File: config.mk
export PLATFORM = sky130hd
export DESIGN_NAME = fu_divsqrt_otf_conv_flat
export DESIGN_NICKNAME = d
export VERILOG_FILES = /design/src/rtl/fu_divsqrt_pkg.sv /design/src/rtl/fu_divsqrt_otf_conv_if.sv /design/src/rtl/fu_divsqrt_otf_sel.sv /design/src/rtl/fu_divsqrt_otf_conv.sv /design/src/flat_wrapper.sv
export SDC_FILE = /design/constraint.sdc
export NUM_CORES = 1
export LEC_CHECK = 0
export CORE_ASPECT_RATIO = 1.75
export CORE_MARGIN = 3
export CORE_UTILIZATION = 52
export DETAILED_ROUTE_END_ITERATION = 8
export PLACE_DENSITY = 0.74
export SLEW_MARGIN = 10
export SYNTH_ARGS = -nofsm -noshare
export SYNTH_HDL_FRONTEND = slang
export SYNTH_SLANG_ARGS = --single-unit
export TNS_END_PERCENT = 1
File: constraint.sdc
create_clock -name nclk -period 1.95 [get_ports nclk]
set_clock_uncertainty 0.05 [all_clocks]
set_input_delay 0.2925 -clock nclk [delete_from_list [all_inputs] [get_ports nclk]]
set_output_delay 0.2925 -clock nclk [all_outputs]
set_load 0.05 [all_outputs]
File: src/rtl/fu_divsqrt_pkg.sv
// rtl/fu_divsqrt_pkg.sv - shared state encoding and default width for the div/sqrt on-the-fly converter
package fu_divsqrt_pkg;

  typedef enum logic [1:0] {
    S_IDLE = 2'b00,
    S_RUN  = 2'b01,
    S_FIN  = 2'b10,
    S_DONE = 2'b11
  } otf_state_t;

  localparam int QW_DEFAULT = 57;

endpackage

File: src/rtl/fu_divsqrt_otf_conv_if.sv
// rtl/fu_divsqrt_otf_conv_if.sv - control/digit/result bundle for fu_divsqrt_otf_conv; dig_err only with FU_DIVSQRT_OTF_CHK_EN
interface fu_divsqrt_otf_conv_if
  import fu_divsqrt_pkg::*;
#(
  parameter int QW = QW_DEFAULT
);

  logic          start;
  logic          flush;
  logic          dig_val;
  logic          pq;
  logic          nq;
  logic          rem_val;
  logic          rem_neg;
  logic          res_ack;
  logic          busy;
  logic          dig_rdy;
  logic          res_val;
  logic [0:QW-1] q_out;
`ifdef FU_DIVSQRT_OTF_CHK_EN
  logic          dig_err;

  modport master (
    output start, flush, dig_val, pq, nq, rem_val, rem_neg, res_ack,
    input  busy, dig_rdy, res_val, q_out, dig_err
  );
  modport slave (
    input  start, flush, dig_val, pq, nq, rem_val, rem_neg, res_ack,
    output busy, dig_rdy, res_val, q_out, dig_err
  );
`else
  modport master (
    output start, flush, dig_val, pq, nq, rem_val, rem_neg, res_ack,
    input  busy, dig_rdy, res_val, q_out
  );
  modport slave (
    input  start, flush, dig_val, pq, nq, rem_val, rem_neg, res_ack,
    output busy, dig_rdy, res_val, q_out
  );
`endif

endinterface

File: src/rtl/fu_divsqrt_otf_sel.sv
// rtl/fu_divsqrt_otf_sel.sv - combinational Q/QM next-value select for one signed quotient digit
module fu_divsqrt_otf_sel
  import fu_divsqrt_pkg::*;
#(
  parameter int QW = QW_DEFAULT
) (
  input  logic [0:QW-1] q,
  input  logic [0:QW-1] qm,
  input  logic          pq,
  input  logic          nq,
  output logic [0:QW-1] q_nxt,
  output logic [0:QW-1] qm_nxt
);

  // The MSBs shift out; the conversion only needs the low QW-1 bits of each register.
  logic unused_msb;
  assign unused_msb = q[0] ^ qm[0];

  // pq and nq both set falls through to the zero-digit case.
  always_comb begin
    q_nxt  = {q[1:QW-1], 1'b0};
    qm_nxt = {qm[1:QW-1], 1'b1};
    if (pq && !nq) begin
      q_nxt  = {q[1:QW-1], 1'b1};
      qm_nxt = {q[1:QW-1], 1'b0};
    end else if (nq && !pq) begin
      q_nxt  = {qm[1:QW-1], 1'b1};
      qm_nxt = {qm[1:QW-1], 1'b0};
    end
  end

endmodule

File: src/rtl/fu_divsqrt_otf_conv.sv
// rtl/fu_divsqrt_otf_conv.sv - on-the-fly signed-digit to binary quotient converter; FU_DIVSQRT_OTF_CHK_EN adds a sticky dig_err
module fu_divsqrt_otf_conv
  import fu_divsqrt_pkg::*;
#(
  parameter int QW = QW_DEFAULT
) (
  input  logic                  nclk,
  input  logic                  rst,
  fu_divsqrt_otf_conv_if.slave  bus
);

  localparam int CW = $clog2(QW + 1);
  localparam logic [CW-1:0] LAST = CW'(QW - 1);

  otf_state_t    state;
  logic [0:QW-1] q, qm, q_nxt, qm_nxt, q_res;
  logic [CW-1:0] cnt;
  logic          dig_take;

  fu_divsqrt_otf_sel #(.QW(QW)) u_sel (
    .q      (q),
    .qm     (qm),
    .pq     (bus.pq),
    .nq     (bus.nq),
    .q_nxt  (q_nxt),
    .qm_nxt (qm_nxt)
  );

  assign dig_take    = (state == S_RUN) && bus.dig_val && !bus.flush;
  assign bus.busy    = (state != S_IDLE);
  assign bus.dig_rdy = (state == S_RUN);
  assign bus.res_val = (state == S_DONE);
  assign bus.q_out   = q_res;

  // flush only redirects the state; Q, QM and the last result are kept.
  always_ff @(posedge nclk) begin
    if (rst) begin
      state <= S_IDLE;
      q     <= '0;
      qm    <= '0;
      cnt   <= '0;
      q_res <= '0;
    end else if (bus.flush) begin
      state <= S_IDLE;
    end else begin
      case (state)
        S_IDLE: if (bus.start) begin
          state <= S_RUN;
          q     <= '0;
          qm    <= '1;
          cnt   <= '0;
        end
        S_RUN: if (bus.dig_val) begin
          q   <= q_nxt;
          qm  <= qm_nxt;
          cnt <= cnt + CW'(1);
          if (cnt == LAST) state <= S_FIN;
        end
        S_FIN: if (bus.rem_val) begin
          q_res <= bus.rem_neg ? qm : q;
          state <= S_DONE;
        end
        S_DONE: if (bus.res_ack) state <= S_IDLE;
        default: state <= S_IDLE;
      endcase
    end
  end

`ifdef FU_DIVSQRT_OTF_CHK_EN
  logic err;
  assign bus.dig_err = err;

  always_ff @(posedge nclk) begin
    if (rst) begin
      err <= 1'b0;
    end else if (state == S_IDLE && bus.start && !bus.flush) begin
      err <= 1'b0;
    end else if (dig_take && bus.pq && bus.nq) begin
      err <= 1'b1;
    end
  end
`endif

endmodule

File: src/flat_wrapper.sv
// flat-port wrapper written by rule: the top's interface ports become plain ports
module fu_divsqrt_otf_conv_flat import fu_divsqrt_pkg::*;
#(
  parameter int QW = QW_DEFAULT
)
  (nclk, rst, bus_start, bus_flush, bus_dig_val, bus_pq, bus_nq, bus_rem_val, bus_rem_neg, bus_res_ack, bus_busy, bus_dig_rdy, bus_res_val, bus_q_out);
  fu_divsqrt_otf_conv_if #(.QW(QW)) bus_i ();
  input  logic nclk;
  input  logic rst;
  input wire logic [$bits(bus_i.start)-1:0] bus_start;
  input wire logic [$bits(bus_i.flush)-1:0] bus_flush;
  input wire logic [$bits(bus_i.dig_val)-1:0] bus_dig_val;
  input wire logic [$bits(bus_i.pq)-1:0] bus_pq;
  input wire logic [$bits(bus_i.nq)-1:0] bus_nq;
  input wire logic [$bits(bus_i.rem_val)-1:0] bus_rem_val;
  input wire logic [$bits(bus_i.rem_neg)-1:0] bus_rem_neg;
  input wire logic [$bits(bus_i.res_ack)-1:0] bus_res_ack;
  output wire logic [$bits(bus_i.busy)-1:0] bus_busy;
  output wire logic [$bits(bus_i.dig_rdy)-1:0] bus_dig_rdy;
  output wire logic [$bits(bus_i.res_val)-1:0] bus_res_val;
  output wire logic [$bits(bus_i.q_out)-1:0] bus_q_out;
  assign bus_i.start = bus_start;
  assign bus_i.flush = bus_flush;
  assign bus_i.dig_val = bus_dig_val;
  assign bus_i.pq = bus_pq;
  assign bus_i.nq = bus_nq;
  assign bus_i.rem_val = bus_rem_val;
  assign bus_i.rem_neg = bus_rem_neg;
  assign bus_i.res_ack = bus_res_ack;
  assign bus_busy = bus_i.busy;
  assign bus_dig_rdy = bus_i.dig_rdy;
  assign bus_res_val = bus_i.res_val;
  assign bus_q_out = bus_i.q_out;
  fu_divsqrt_otf_conv #(.QW(QW)) u_core (.nclk(nclk), .rst(rst), .bus(bus_i));
endmodule
==> run metrics <==
Root Buffer clkbuf_16; Slew headroom 46.3%; pin count of the biggest net entering global routing between 80 and 90; hold buffer count at CTS 0; Num CTS Buffers 17; Yosys top cell by area dfxtp_1; RSZ-0062 raised after global routing true; DR WL met2 9630 µm; DRT Pass-1 Iters 4; fin crit share 99.5%; grt total ovfl 0; Area Overhead vs Synth 22.9%; row count 60; # nets final 959; cells after synthesis 898; Critical Path AT 2240 ps; max_cap viols 0; syn nets roughly 920; clk sink count 179; clock slew at reported path FFs about 70 ps; initial antenna violation count 0; layout cells sized above 1 16.1%; CP startpoint kind register; register area share after synthesis between 40% and 50%; Cell Pwr Density 840 mW/mm²; worst-path fanout max 17; CORE AREA 0.0155 mm²; Static Leak 3.73 nW; M1 WL between 7000 and 8000 µm; Placer Congestion 0.788; fmax a little over 500 MHz; I/O Pins 70; antenna-violating nets left 0; Synth Register Bits 179; CTS H-tree lvls 4; Initial Util 53.5%; status complete, no violations; Syn Area/Cell 9.21 µm²; synthesized area ~0.0083 mm²; Yosys top cell area share 43.3%; min cycle time layout 1940 ps; Antenna Cells 0; initial DRC count 239; port buffer count just under 70; top cells by count, synth 179 x dfxtp_1, 120 x nor2_1, 114 x mux2i_1; critical path type reg -> reg; Max Slew Vio Count 0; metal3 WL 386 µm; Inst Count DP between 1000 and 1500; highest routed layer met4; die area 0.0175 mm²; Area contributors post-synth dfxtp_1 43%, mux2i_1 14%, mux2_2 7.2%; GRT Total Usage 21.2%; Unique masters post-synth 32; EDFF count, synth 0; Routed WL per cell 16.0 µm; clk buf depth 2; CTS tree yes; Hold Path Class in -> reg; # Post-CTS Setup Buffers 0; dominant synthesized flop cell dfxtp_1; Vert. Die Dim 173 µm; Clock Latency Late Sink 420 ps; Yosys Warn Count 0; Remaining DRCs 0; post-layout util 65.7%; Critical Path RT between 2000 and 2500 ps; final wirelength 18200 µm; first-pass GRT wire length 30900 µm; worst vdd ir 634 µV; most common cell in the synthesized netlist dfxtp_1; vias in the first global route around 6400; vias per cell slightly below 6; post-synthesis async set-or-reset flop share 0%; Tot Pwr 0.00853 W; Final Hold Fails 0; post-detail-place hpwl 11300 µm; CP endpoint kind register; worst slew pin tran between 800 and 900 ps; Die X about 100 µm; Layout Cells excl Fill about 1100; count of final setup violators 0; via count 6670
through the flow:
| stage | setup TNS [ps] | hold slack, ps | setup WS, ps | cell area [µm²] |
|---|---|---|---|---|
| after floorplan | -51.5 | 381 | -51.5 | 8300 |
| after global placement | -16670 | 391 | -227 | 9410 |
| after detailed placement | -21730 | 415 | -273 | 9410 |
| after CTS | -191 | 178 | -36.0 | 10100 |
| after global routing | -1200 | 193 | -85.4 | 10200 |
| final | 0 | 189 | 9.76 | 10200 |
routing by layer:
layer	vias to the layer above	track usage (%)
li1	3341	-
met1	3220	25.7
met2	87	37.5
met3	22	2.62
met4	0	7.93
met5	-	0
critical path: stages (launching register included):
cell and delay, ps:
dfxtp_4 380, inv_4 40, ha_4 160, and2b_4 160, buf_6 120, nor3_4 220, buf_6 190, bufbuf_16 300
nand3_1 80, a21oi_1 160
final timing paths:
check                       to            start  slack (ps)  depth (start not counted)
hold / removal     u_core.q[8]              rst         190                          2
hold reg to reg    u_core.q[0]      u_core.q[0]         420                          2
setup reg to reg  u_core.q[44]  u_core.state[0]          10                          9
setup / recovery  u_core.q[44]  u_core.state[0]          10                          9
state kept, by name, indices dropped and copies added, names as in the netlist:
name,cells
u_core.state,2
u_core.qm,57
u_core.bus.q_out,57
u_core.cnt,6
u_core.q,57
cell usage in the layout, fill, tap and decap left out, types with 2 or more instances in the layout:
master             n
dfxtp_1          177
nor2b_1            2
dlygate4sd2_1      6
inv_6              4
nor2b_4            2
a211oi_1          57
inv_4              2
a21oi_2            3
ha_4               3
mux2i_1          114
bufinv_16          3
a311oi_1          56
clkinvlp_4         2
o31ai_1            2
clkinv_4           2
nand2_1           62
buf_4             23
mux2_2            53
nor2_1           118
clkbuf_16         17
a21oi_1           58
xnor2_1            3
clkdlybuf4s50_1   48
dlymetal6s2s_1     8
nor4_1             2
inv_1              6
ha_1               6
or4_1              2
mux2_1             3
buf_12            19
nand3_1           60
buf_6              7
cells by family after synthesis:
| logic type | after synthesis | share of synthesized area (%) |
|---|---|---|
| multiplexers | 170 | 21.4 |
| XOR/XNOR | 3 | 0.318 |
| flip-flops | 179 | 43.3 |
| AND/OR/NAND/NOR | 261 | 13.5 |
| buffers and inverters | 97 | 4.77 |
| adder cells (fa/ha/maj) | 9 | 1.36 |
| AO/OA/AOI/OAI | 179 | 15.3 |
final cells by class:
cell class,count,area (µm²)
clock inverter,12,169
multi-input combinational,622,4390
sequential,179,3590
tap,186,233
inverter,8,35.0
fill,1277,5310
clock buffer,19,443
timing repair buffer,112,1300
what timing repair did:
item / 4_1_cts / 5_1_grt
endpoints found under the setup margin: 100 / 101
gates resized for setup: 17 / 20
pin swaps: 2 / 33
gates cloned: 1 / 0
power by group:
part	switching [W]	internal [W]	leakage (nW)	total [W]
combinational	0.000597	0.000467	1.99	0.00106
clock	0.00147	0.00208	0.293	0.00355
sequential	0.000129	0.00379	1.46	0.00392
Power figures use the tool's default switching activity.
